==> config.mk <==
export PLATFORM = sky130hd
export DESIGN_NAME = ltpi_nl_gpio_mux
export DESIGN_NICKNAME = d
export VERILOG_FILES = /design/src/rtl/ltpi_pkg.sv /design/src/rtl/ltpi_nl_gpio_rx_assembler.sv /design/src/rtl/ltpi_nl_gpio_mux.sv
export SDC_FILE = /design/constraint.sdc
export NUM_CORES = 1
export LEC_CHECK = 0
export CORE_ASPECT_RATIO = 0.8
export CORE_MARGIN = 4
export CORE_UTILIZATION = 57
export CTS_CLUSTER_DIAMETER = 100
export CTS_CLUSTER_SIZE = 30
export DETAILED_ROUTE_END_ITERATION = 16
export PLACE_DENSITY = 0.86
export SYNTH_ARGS = -nofsm -noshare
export SYNTH_HDL_FRONTEND = slang
export SYNTH_SLANG_ARGS = --single-unit
==> constraint.sdc <==
create_clock -name clk -period 4.1 [get_ports clk]
set_input_delay 0.41 -clock clk [delete_from_list [all_inputs] [get_ports clk]]
set_output_delay 0.41 -clock clk [all_outputs]
set_load 0.01 [all_outputs]
==> src/rtl/ltpi_pkg.sv <==
// Shared LTPI constants: frame-index width limits, the default fill
// value for the remote GPIO vector, and an index-width helper.
package ltpi_pkg;

    localparam int   LTPI_IDX_W_MIN        = 1;
    localparam int   LTPI_IDX_W_MAX        = 8;
    localparam logic LTPI_RX_DEFAULT_FILL  = 1'b0;

    // Frame-index width for a rotation of num_frames slots (never below 1 bit)
    function automatic int ltpi_idx_width(input int num_frames);
        int w;
        w = $clog2(num_frames);
        if (w < LTPI_IDX_W_MIN) begin
            w = LTPI_IDX_W_MIN;
        end
        return w;
    endfunction

endpackage

==> src/rtl/ltpi_nl_gpio_rx_assembler.sv <==
// Reassembles received GPIO slots into a coherent remote vector.
// Tracks the expected slot index, keeps a shadow of the slots and commits
// the shadow only after an unbroken rotation starting at index 0.
module ltpi_nl_gpio_rx_assembler
    import ltpi_pkg::*;
#(
    parameter int                    NL_GPIO_NB     = 64,
    parameter int                    BITS_PER_FRAME = 8,
    parameter logic [NL_GPIO_NB-1:0] RX_DEFAULT     = '0,
    parameter int                    NUM_FRAMES     = NL_GPIO_NB / BITS_PER_FRAME,
    parameter int                    IDX_W          = ltpi_idx_width(NUM_FRAMES)
)(
    input  logic                      clk,
    input  logic                      reset,
    input  logic                      link_up,
    input  logic                      rx_valid,
    input  logic [IDX_W-1:0]          rx_frame_idx,
    input  logic [BITS_PER_FRAME-1:0] rx_gpio_bits,
    output logic [NL_GPIO_NB-1:0]     nl_gpio_out,
    output logic                      rx_sync,
    output logic                      rx_idx_err
);

    localparam logic [IDX_W-1:0] LAST_IDX = IDX_W'(NUM_FRAMES - 1);
    localparam logic [IDX_W:0]   NF_EXT   = (IDX_W + 1)'(NUM_FRAMES);

    logic [IDX_W-1:0]          expected_reg;
    logic                      seq_valid_reg;
    logic [BITS_PER_FRAME-1:0] shadow_reg [NUM_FRAMES];
    logic [NL_GPIO_NB-1:0]     out_reg;
    logic                      sync_reg;
    logic                      idx_err_reg;

    logic                      idx_in_range;
    logic                      idx_match;
    logic                      idx_first;
    logic                      idx_last;
    logic                      commit;
    logic [IDX_W-1:0]          expected_next;
    logic [NL_GPIO_NB-1:0]     commit_vec;

    // Commit image: the shadow with the incoming slot merged in
    genvar gi;
    generate
        for (gi = 0; gi < NUM_FRAMES; gi++) begin : g_commit
            assign commit_vec[gi*BITS_PER_FRAME +: BITS_PER_FRAME] =
                (rx_frame_idx == IDX_W'(gi)) ? rx_gpio_bits : shadow_reg[gi];
        end
    endgenerate

    // Classify the incoming index and decide whether this frame completes a rotation
    always_comb begin
        idx_in_range  = ({1'b0, rx_frame_idx} < NF_EXT);
        idx_match     = idx_in_range && (rx_frame_idx == expected_reg);
        idx_first     = (rx_frame_idx == '0);
        idx_last      = (rx_frame_idx == LAST_IDX);
        expected_next = (!idx_in_range || idx_last) ? '0 : rx_frame_idx + IDX_W'(1);
        commit        = rx_valid && idx_match && idx_last && (seq_valid_reg || idx_first);
    end

    // Sequence tracking, shadow capture and commit; link loss discards sync state
    always_ff @(posedge clk) begin
        if (reset) begin
            expected_reg  <= '0;
            seq_valid_reg <= 1'b0;
            out_reg       <= RX_DEFAULT;
            sync_reg      <= 1'b0;
            idx_err_reg   <= 1'b0;
            for (int i = 0; i < NUM_FRAMES; i++) begin
                shadow_reg[i] <= '0;
            end
        end else begin
            idx_err_reg <= 1'b0;
            if (!link_up) begin
                expected_reg  <= '0;
                seq_valid_reg <= 1'b0;
                out_reg       <= RX_DEFAULT;
                sync_reg      <= 1'b0;
            end else if (rx_valid) begin
                expected_reg <= expected_next;
                if (idx_in_range) begin
                    shadow_reg[rx_frame_idx] <= rx_gpio_bits;
                end
                if (!idx_match) begin
                    idx_err_reg   <= 1'b1;
                    seq_valid_reg <= 1'b0;
                end else if (idx_first) begin
                    seq_valid_reg <= 1'b1;
                end
                if (commit) begin
                    out_reg  <= commit_vec;
                    sync_reg <= 1'b1;
                end
            end
        end
    end

    assign nl_gpio_out = out_reg;
    assign rx_sync     = sync_reg;
    assign rx_idx_err  = idx_err_reg;

endmodule

==> src/rtl/ltpi_nl_gpio_mux.sv <==
// Normal-latency GPIO multiplexer: slices the local GPIO vector into
// indexed per-frame slots for the framer and reassembles remote slots.
module ltpi_nl_gpio_mux
    import ltpi_pkg::*;
#(
    parameter int                    NL_GPIO_NB     = 64,
    parameter int                    BITS_PER_FRAME = 8,
    parameter logic [NL_GPIO_NB-1:0] RX_DEFAULT     = {NL_GPIO_NB{LTPI_RX_DEFAULT_FILL}},
    localparam int                   NUM_FRAMES     = NL_GPIO_NB / BITS_PER_FRAME,
    localparam int                   IDX_W          = ltpi_idx_width(NUM_FRAMES)
)(
    input  logic                      clk,
    input  logic                      reset,
    input  logic                      link_up,
    input  logic [NL_GPIO_NB-1:0]     nl_gpio_in,
    input  logic                      tx_frame_req,
    output logic                      tx_valid,
    output logic [IDX_W-1:0]          tx_frame_idx,
    output logic [BITS_PER_FRAME-1:0] tx_gpio_bits,
    input  logic                      rx_valid,
    input  logic [IDX_W-1:0]          rx_frame_idx,
    input  logic [BITS_PER_FRAME-1:0] rx_gpio_bits,
    output logic [NL_GPIO_NB-1:0]     nl_gpio_out,
    output logic                      rx_sync,
    output logic                      rx_idx_err
);

    localparam logic [IDX_W-1:0] LAST_IDX = IDX_W'(NUM_FRAMES - 1);

    logic [IDX_W-1:0]          tx_cnt_reg;
    logic [NL_GPIO_NB-1:0]     tx_shadow_reg;
    logic                      tx_valid_reg;
    logic [IDX_W-1:0]          tx_idx_reg;
    logic [BITS_PER_FRAME-1:0] tx_bits_reg;
    logic [BITS_PER_FRAME-1:0] shadow_slot [NUM_FRAMES];

    // View the TX snapshot as an array of slots
    genvar gi;
    generate
        for (gi = 0; gi < NUM_FRAMES; gi++) begin : g_tx_slot
            assign shadow_slot[gi] = tx_shadow_reg[gi*BITS_PER_FRAME +: BITS_PER_FRAME];
        end
    endgenerate

    // TX slicer: snapshot at slot 0 so one rotation always carries one coherent vector
    always_ff @(posedge clk) begin
        if (reset) begin
            tx_cnt_reg    <= '0;
            tx_shadow_reg <= '0;
            tx_valid_reg  <= 1'b0;
            tx_idx_reg    <= '0;
            tx_bits_reg   <= '0;
        end else if (!link_up) begin
            tx_cnt_reg   <= '0;
            tx_valid_reg <= 1'b0;
        end else if (tx_frame_req) begin
            tx_valid_reg <= 1'b1;
            tx_idx_reg   <= tx_cnt_reg;
            if (tx_cnt_reg == '0) begin
                tx_shadow_reg <= nl_gpio_in;
                tx_bits_reg   <= nl_gpio_in[BITS_PER_FRAME-1:0];
            end else begin
                tx_bits_reg   <= shadow_slot[tx_cnt_reg];
            end
            tx_cnt_reg <= (tx_cnt_reg == LAST_IDX) ? '0 : tx_cnt_reg + IDX_W'(1);
        end else begin
            tx_valid_reg <= 1'b0;
        end
    end

    assign tx_valid     = tx_valid_reg;
    assign tx_frame_idx = tx_idx_reg;
    assign tx_gpio_bits = tx_bits_reg;

    ltpi_nl_gpio_rx_assembler #(
        .NL_GPIO_NB     (NL_GPIO_NB),
        .BITS_PER_FRAME (BITS_PER_FRAME),
        .RX_DEFAULT     (RX_DEFAULT),
        .NUM_FRAMES     (NUM_FRAMES),
        .IDX_W          (IDX_W)
    ) u_rx_assembler (
        .clk          (clk),
        .reset        (reset),
        .link_up      (link_up),
        .rx_valid     (rx_valid),
        .rx_frame_idx (rx_frame_idx),
        .rx_gpio_bits (rx_gpio_bits),
        .nl_gpio_out  (nl_gpio_out),
        .rx_sync      (rx_sync),
        .rx_idx_err   (rx_idx_err)
    );

endmodule

### Word-level counts from Yosys, hierarchy flattened

Memory sizes are Yosys's and may differ from the RTL's. A register that Yosys moved wholly into a read port is not among the register bits.
Cells that the tools add are included.
W data, S select, Z words.

| word-level totals | value |
|---|---|
| register bits after elaboration | 85 |
| memory bits (writable) | 64 |
| input bits | 80 |
| output and inout port bits | 78 |
| logic and storage cells | 52 |
| memories kept | 1 |

| cells by class | value |
|---|---|
| $add $sub $neg | 2 |
| $lt $le $gt $ge | 1 |
| eq/ne operators | 4 |
| mux-type cells | 19 |
| bitwise logic cells | 3 |
| reduce and logical (&&, ||, !) cells | 13 |

Memory list:

| memory | words | bits a word | rd ports | clocked after memory_dff | write ports | line | source |
|---|---|---|---|---|---|---|---|
| u_rx_assembler.shadow_reg | 8 | 8 | 8 | 8 | 8 | ltpi_nl_gpio_rx_assembler.sv:29 | `logic [BITS_PER_FRAME-1:0] shadow_reg [NUM_FRAMES];` |

Operators by type and width:

| kind | number |
|---|---|
| $mux W8 | 4 |
| $bmux W8 S3 | 1 |
| $mux W1 | 11 |
| $mux W3 | 3 |
| $reduce_or A8 Y1 | 1 |
| $add A3 B1 Y3 const B | 2 |
| $eq A3 B3 Y1 const B | 2 |
| $logic_not A3 Y1 | 2 |
| $reduce_and A2 Y1 | 3 |
| $ge A4 B4 Y1 const B | 1 |
| $not A3 Y4 | 1 |
| $eq A3 B3 Y1 | 1 |
| $logic_and A1 B1 Y1 | 3 |
| $reduce_and A3 Y1 | 1 |
| $reduce_or A3 Y1 | 1 |
| $ne A2 B2 Y1 const B | 1 |
| $not A1 Y1 | 2 |
| $reduce_or A2 Y1 | 1 |
| $logic_or A1 B1 Y1 | 1 |

### Logic depth before layout (Yosys ltp)

Gate-level depths: netlist (run 1).

| depth | value |
|---|---|
| word-level depth | 6 |
| gate-level depth with buffers | 10 |
| mapped depth without buffers | 6 |

### By module

A second synthesis (run 1) with hierarchy kept.

| unflattened totals | value |
|---|---|
| cell total of the unflattened synthesis | 865 |
| area total of the unflattened synthesis | 9102.5 µm² |

By module, submodules not included:

| module | times used | cells each | area each (µm²) |
|---|---|---|---|
| ltpi_nl_gpio_rx_assembler | 1 | 486 | 5765.5 |
| ltpi_nl_gpio_mux | 1 | 379 | 3337.0 |

### Least setup slack after synthesis (run 1)

No wires, ideal clock.

| timing | value |
|---|---|
| kind | reg-to-reg |
| start point | reg tx_cnt_reg[0] |
| end point | reg tx_bits_reg[5] (netlist: tx_gpio_bits[5]) |
| arrival time | 1.918 ns |
| data required time | 3.966 ns |
| slack | 2.048 ns |
| stages on the path, launching flop included | 11 |
| period minus slack after synthesis | 2.052 ns |
| path through | dfxtp_1 > buf_6 > buf_2 > inv_1 > ha_1 > nor2b_1 > and2_1 > buf_2 > buf_4 > a22oi_1 > o22ai_1 |

| between the ends | value |
|---|---|
| longest elaborated chain between the ends | 5 |
| elaborated cells on any way between the ends | 6 |
| those cells by class | mux: 4; bitwise: 1; reduce/logical: 1 |

RTL lines:

| item | line | source |
|---|---|---|
| from (decl) | ltpi_nl_gpio_mux.sv:30 | `logic [IDX_W-1:0] tx_cnt_reg;` |
| from (signal assigned) | ltpi_nl_gpio_mux.sv:65 | `tx_cnt_reg <= (tx_cnt_reg == LAST_IDX) ? '0 : tx_cnt_reg + IDX_W'(1);` |
| $not A3 Y4 (implied by the code) | ltpi_nl_gpio_mux.sv:63 | `tx_bits_reg <= shadow_slot[tx_cnt_reg];` |
| $bmux W8 S3 | ltpi_nl_gpio_mux.sv:63 |  |
| $mux W8 (implied by the code) (2 in series) | ltpi_nl_gpio_mux.sv:63 |  |
| $mux W8 (*) | ltpi_nl_gpio_mux.sv:59 | `if (tx_cnt_reg == '0) begin` |
| to (signal assigned) | ltpi_nl_gpio_mux.sv:61 | `tx_bits_reg <= nl_gpio_in[BITS_PER_FRAME-1:0];` |
| to (signal assigned) | ltpi_nl_gpio_mux.sv:63 |  |
| to (decl) | ltpi_nl_gpio_mux.sv:34 | `logic [BITS_PER_FRAME-1:0] tx_bits_reg;` |

Mark *: on every way between the ends. The rest lies on a longest branch, timed or not. The select of a mux whose other input is x is not followed.
A chain may end at the register's enable or synchronous reset.

### Worst setup path after layout (run 1)

| timing | value |
|---|---|
| start point | reg tx_cnt_reg[0] |
| end point | reg tx_shadow_reg[9] |

| between the ends | value |
|---|---|
| longest elaborated chain between the ends | 2 |

RTL lines:

| item | line | source |
|---|---|---|
| $logic_not A3 Y1 | ltpi_nl_gpio_mux.sv:59 |  |
| $reduce_and A3 Y1 (no source line) | n/a |  |
| to (signal assigned) | ltpi_nl_gpio_mux.sv:60 | `tx_shadow_reg <= nl_gpio_in;` |
| to (decl) | ltpi_nl_gpio_mux.sv:31 | `logic [NL_GPIO_NB-1:0] tx_shadow_reg;` |

Every way passes these cells.

==> reports/qor.yml, run 1 <==
layout:
  fin_util: 0.7136
  layout.cells.non_filler: 1188
  fin_nets: 1061
  diodes: 0
  layout-drive-gt1-share: 0.06544
  area_growth_pct: 22.06
logic_synthesis:
  synth.area.top_cells: "dfxtp_1, edfxtp_1, a21oi_1"
  synth_seq_cells: 213
  yosysSeqAreaShare: 0.5569
  yosysTopAreaCell: "dfxtp_1"
  synth.top_cell.area_share: 0.3387
  synth_edf_count: 64
  synthCells: 863
  syn_area_per_cell_um2: 10.21
  mappedNetlistNets: 950
  synth_top_family_by_area: "simple AND/OR/NAND/NOR gates"
  post_synth_fa_ha_maj_area_fraction: 0.009945
  synth_top_flop_cell: "dfxtp_1"
  yosysWarnings: 0
  yosys.area_share.xor_xnor: 0.002983
  synth_cell_types: 40
  synthSimpleGateAreaFrac: 0.1547
  synth-compound-area-share: 0.1388
  synth_mux_area_frac: 0.09263
  async_flop_share: 0
  netlist_area_um2: 8807
detailed_routing:
  drt-wirelength-per-cell_um: 18.24
  drcViolationCount: 0
  vias_per_cell: 5.731
  routed_wl_um: 21670
  drtAntennaViolNets: 0
  drt_pass1_iterations: 5
  vias: 6808
  drt_iter0_markers: 561
clocking:
  cts_resized: 0
  clk_pin_slew_worst_paths_ns: 0.11
  postCtsSetupBuffers: 0
  ctsHtreeMaxLevel: 1
  cts_hold_buf: 0
  cts_tree: "done"
  cts-root-buf: "clkbuf_16"
  cts_made_buffers: 11
  cts_sinks: 213
  clk_path_buf_depth: 3
  clk-insertion-delay-late_ns: 0.46
timing:
  finalHoldViolCount: 0
  fin_crit_ns: 2.599
  grt_setup_unrepaired: "no"
  fin_ws_ns: 1.501
  setup_viol: 0
  drv_slew: 0
  relSlewSlack: 0.4187
  tightestPinTransition_ns: 0.8720
  fin_tns_setup_ns: 0
  fin_skew_ns: 0.03696
  min_period_over_period: 0.6338
  max_freq_mhz: 384.8
global_route:
  grt_max_degree: 86
  grt_pass1_wl_um: 34640
  grt_pass1_vias: 6559
  grt.overflow.total: 0
  grt_use_total: 0.2443
  antenna_found_initial: 0
run:
  maxCapViolCount: 0
worst_setup_path:
  cp_max_fo: 34
  critPathSlowestCell: "nand2_2"
  timing.rr.start: "tx_cnt_reg[0]"
  path_common_cell: "buf_4"
  worstPathArrival_ns: 2.98
  max_stage_delay_ns: 0.50
  crit_start: "tx_cnt_reg[0]"
  crit_chain: "buf_4, inv_1, ha_1, nor2b_1, nand2_2, buf_4, nand2_1, a21oi_1"
  cp.required_ns: 4.48
  cp-start-kind: "register"
  critPathKind: "reg2reg"
  end_kind: "register"
power_and_ir_drop:
  p_per_area_nw_per_um2: 351.2
  power.leakage_uw: 0.003806
  ir_drop_v: 0.0003111
floorplan:
  dieArea_um2: 17520
  initial_core_util: 0.5846
  die_x_um: 147.0
  rows: 40
  core-area_um2: 15060
  io_pins: 158
  dieHeight_um: 119.2
placement:
  place_hpwl_um: 14730
  gp_congestion: 0.8521
  place_inst: 1171
  io_buffers: 157
  preCtsSetupSlack_ns: 1.222
worst_hold_path:
  hold_class: "in2reg"
  min-delay-start: "reset"
status:
  status: "complete, no violations"
-- cell families (layout without fill, tap and decap cells) --
logic type | after synthesis | in the layout
AO/OA/AOI/OAI | 215 | 215
XOR/XNOR | 3 | 3
adder cells (fa/ha/maj) | 7 | 7
buffers and inverters | 82 | 197
flip-flops | 213 | 213
multiplexers | 61 | 61
AND/OR/NAND/NOR | 282 | 282
-- final cells by class --
type | instances | area [um2]
sequential | 213 | 4905
tap | 210 | 262.8
inverter | 4 | 15.01
timing repair buffer | 176 | 1722
fill | 1100 | 4314
clock inverter | 1 | 30.03
multi-input combinational | 568 | 3522
clock buffer | 16 | 294.0
-- power by group --
group          switching (uW)  leakage [uW]  internal [uW]
Sequential               31.5       0.00182           2240
Combinational             183       0.00183            149
Clock                     652      0.000153            520
Total                     866       0.00381           2910
-- worst max-delay path, delay by kind of cell (launching register included) --
kind	cells	cell delay [ns]
AO/OA/AOI/OAI	1	0.18
adder cells (fa/ha/maj)	1	0.32
buffers and inverters	3	0.87
flip-flops	1	0.32
AND/OR/NAND/NOR	3	0.82
-- cells in the mapped netlist (all sizes together) (8+ instances only) --
| cell type | instances |
|---|---|
| a21oi | 131 |
| o21ai | 32 |
| nand2 | 139 |
| edfxtp | 64 |
| nor2 | 13 |
| mux4 | 15 |
| a211oi | 32 |
| and2 | 66 |
| mux2i | 44 |
| nand3 | 36 |
| buf | 43 |
| dfxtp | 149 |
| clkbuf | 35 |
| or2 | 8 |
-- cells in the final DEF (no fill, tap or decap), types with 11 or more instances in the layout --
cell type and n:
clkdlybuf4s50_1 156, dfxtp_1 149, buf_4 18, a211oi_1 32, nor2_1 12, o21ai_0 32, mux2i_1 44, nand3_1 35
nand2_1 138, mux4_2 11, and2_1 65, edfxtp_1 64, a21oi_1 131, clkbuf_16 11
-- layer usage --
metal  up-vias  global-route usage  part of all wire  wire (um)
li1       3245                   -                 -          -
met1      3279              0.3552              0.44       9639
met2       242              0.3799              0.46       9921
met3        42             0.04488             0.070       1523
met4         0             0.06577             0.027        586
met5         -                   0                 0          0
-- path summary, 6_finish.rpt --
| path | endpoint | slack (ns) | cells past startpoint |
|---|---|---|---|
| worst max-delay path | tx_shadow_reg[9] | 1.50 | 8 |
| worst min-delay path | u_rx_assembler.rx_sync | 0.38 | 4 |
| worst max register to register | tx_shadow_reg[9] | 1.50 | 8 |
| worst min register to register | tx_shadow_reg[30] | 0.46 | 2 |
-- per-stage QoR --
| stage | cell area (um2) | power (uW) | hold slack [ns] |
|---|---|---|---|
| floorplan | 8807 | 2500 | 0.4315 |
| global placement | 10430 | 2639 | 0.4381 |
| detailed placement | 10430 | 2648 | 0.4450 |
| CTS | 10750 | 3796 | 0.3651 |
| global route | 10750 | 3917 | 0.3914 |
| finish | 10750 | 3775 | 0.3766 |
Power figures use the tool's default switching activity.
==> run 2: changes to the inputs <==
Settings changed: CORE_UTILIZATION 57 to 47, PLACE_DENSITY 0.86 to 0.75.
Clock period 4.1 ns to 2.2 ns, I/O delays scaled along.
==> reports/qor.yml, run 2 (synthesis gave the netlist of run 1 again) <==
clocking:
  cts_hold_buf: 0
  postCtsSetupBuffers: 0
  clk_path_buf_depth: 3
  cts_resized: 0
  ctsHtreeMaxLevel: 1
  clk-insertion-delay-late_ns: 0.48
  cts_tree: "done"
  cts_made_buffers: 11
  clk_pin_slew_worst_paths_ns: 0.11
  cts_sinks: 213
  cts-root-buf: "clkbuf_16"
global_route:
  grt.overflow.total: 0
  grt_max_degree: 71
  grt_pass1_wl_um: 34930
  grt_use_total: 0.2064
  antenna_found_initial: 0
  grt_pass1_vias: 6404
timing:
  fin_skew_ns: 0.04061
  finalHoldViolCount: 0
  grt_setup_unrepaired: "no"
  fin_tns_setup_ns: 0
  drv_slew: 0
  setup_viol: 0
  relSlewSlack: 0.5805
  whs_ns: 0.2177
  max_freq_mhz: 513.1
  tightestPinTransition_ns: 0.6272
  min_period_over_period: 0.8859
  fin_crit_ns: 1.949
worst_hold_path:
  min_to: "u_rx_assembler.rx_sync"
  hold_class: "in2reg"
  min-delay-start: "reset"
  whs_path_depth: 4
detailed_routing:
  drt-wirelength-per-cell_um: 17.71
  drt_iter0_markers: 468
  routed_wl_um: 22280
  vias_per_cell: 5.372
  drtAntennaViolNets: 0
  drt_pass1_iterations: 5
  vias: 6758
  drcViolationCount: 0
layout:
  fin_nets: 1088
  final_common_cell: "clkdlybuf4s50_1"
  diodes: 0
  layout_common_cells: "clkdlybuf4s50_1, dfxtp_1, nand2_1"
  fin_util: 0.6070
  area_growth_pct: 25.97
  layout-drive-gt1-share: 0.09055
status:
  status: "complete, no violations"
worst_setup_path:
  worstPathArrival_ns: 2.30
  timing.rr.start: "tx_cnt_reg[0]"
  reg2reg_depth: 7
  max_stage_delay_ns: 0.58
  end_kind: "register"
  crit_chain: "inv_1, ha_1, nor2b_1, and2_2, buf_12, a22oi_1, o22ai_1"
  critPathSlowestCell: "dfxtp_1"
  critPathKind: "reg2reg"
  cp_max_fo: 45
  cp.required_ns: 2.55
  cp-start-kind: "register"
  regToRegEndpoint: "tx_gpio_bits[4]"
  reg2reg_slack_ns: 0.25
placement:
  place_hpwl_um: 15240
  io_buffers: 157
  gp_congestion: 0.8977
floorplan:
  io_pins: 158
  dieArea_um2: 21010
  die_x_um: 161.0
  rows: 44
  core-area_um2: 18280
  initial_core_util: 0.4819
  dieHeight_um: 130.4
run:
  maxCapViolCount: 0
power_and_ir_drop:
  ir_drop_v: 0.0007841
  power.leakage_uw: 0.003974
  p_per_area_nw_per_um2: 642.7
==> run 2: per-layer routing <==
| metal | part of all wire | global-route usage | vias up |
|---|---|---|---|
| li1 | - | - | 3305 |
| met5 | 0 | 0 | - |
| met1 | 0.47 | 0.3136 | 3239 |
| met3 | 0.059 | 0.03136 | 26 |
| met4 | 0.018 | 0.04263 | 0 |
| met2 | 0.45 | 0.3172 | 188 |
==> run 2: how the worst max path moves through the flow <==
stage / startpoint / endpoint / slack (ns)
6_report: tx_cnt_reg[0] / tx_gpio_bits[4] / 0.25
5_1_grt: tx_cnt_reg[0] / tx_gpio_bits[1] / 0.04
4_1_cts: tx_cnt_reg[0] / tx_gpio_bits[4] / 0.24
3_5_place_dp: link_up / u_rx_assembler.shadow_reg[5][1] / -0.04
3_3_place_gp: link_up / u_rx_assembler.shadow_reg[5][1] / -0.04
2_1_floorplan: tx_cnt_reg[0] / tx_gpio_bits[5] / 0.15
==> run 2: final cells by class <==
cell class / instances / area, um2
fill: 1563 / 7183
sequential: 213 / 4905
multi-input combinational: 568 / 3522
timing repair buffer: 203 / 2012
tap: 253 / 316.6
clock buffer: 15 / 290.3
clock inverter: 2 / 33.78
inverter: 4 / 15.01
==> run 2: critical path, delay by kind of cell (launching register included) <==
family,cells,cell delay (ns)
flops,1,0.58
simple gates,2,0.45
buf+inv,2,0.30
compound gates,2,0.27
fa+ha+maj,1,0.22
==> run 2: where the power goes <==
group	switching, uW	leakage [uW]	internal (uW)	total (uW)
registers	61.2	0.00182	4170	4230
clock network	1270	0.000153	966	2230
logic	353	0.00200	310	663
total	1680	0.00397	5450	7130
==> run 2: stage by stage <==
stage | power (uW) | area [um2] | setup WS, ns | cells
finish | 7131 | 11090 | 0.2510 | 1258
global route | 7367 | 11090 | 0.04075 | 1258
CTS | 7195 | 11090 | 0.2402 | 1258
detailed placement | 4983 | 10770 | -0.03713 | 1241
global placement | 4970 | 10770 | -0.04181 | 1241
floorplan | 4658 | 8807 | 0.1482 | 863
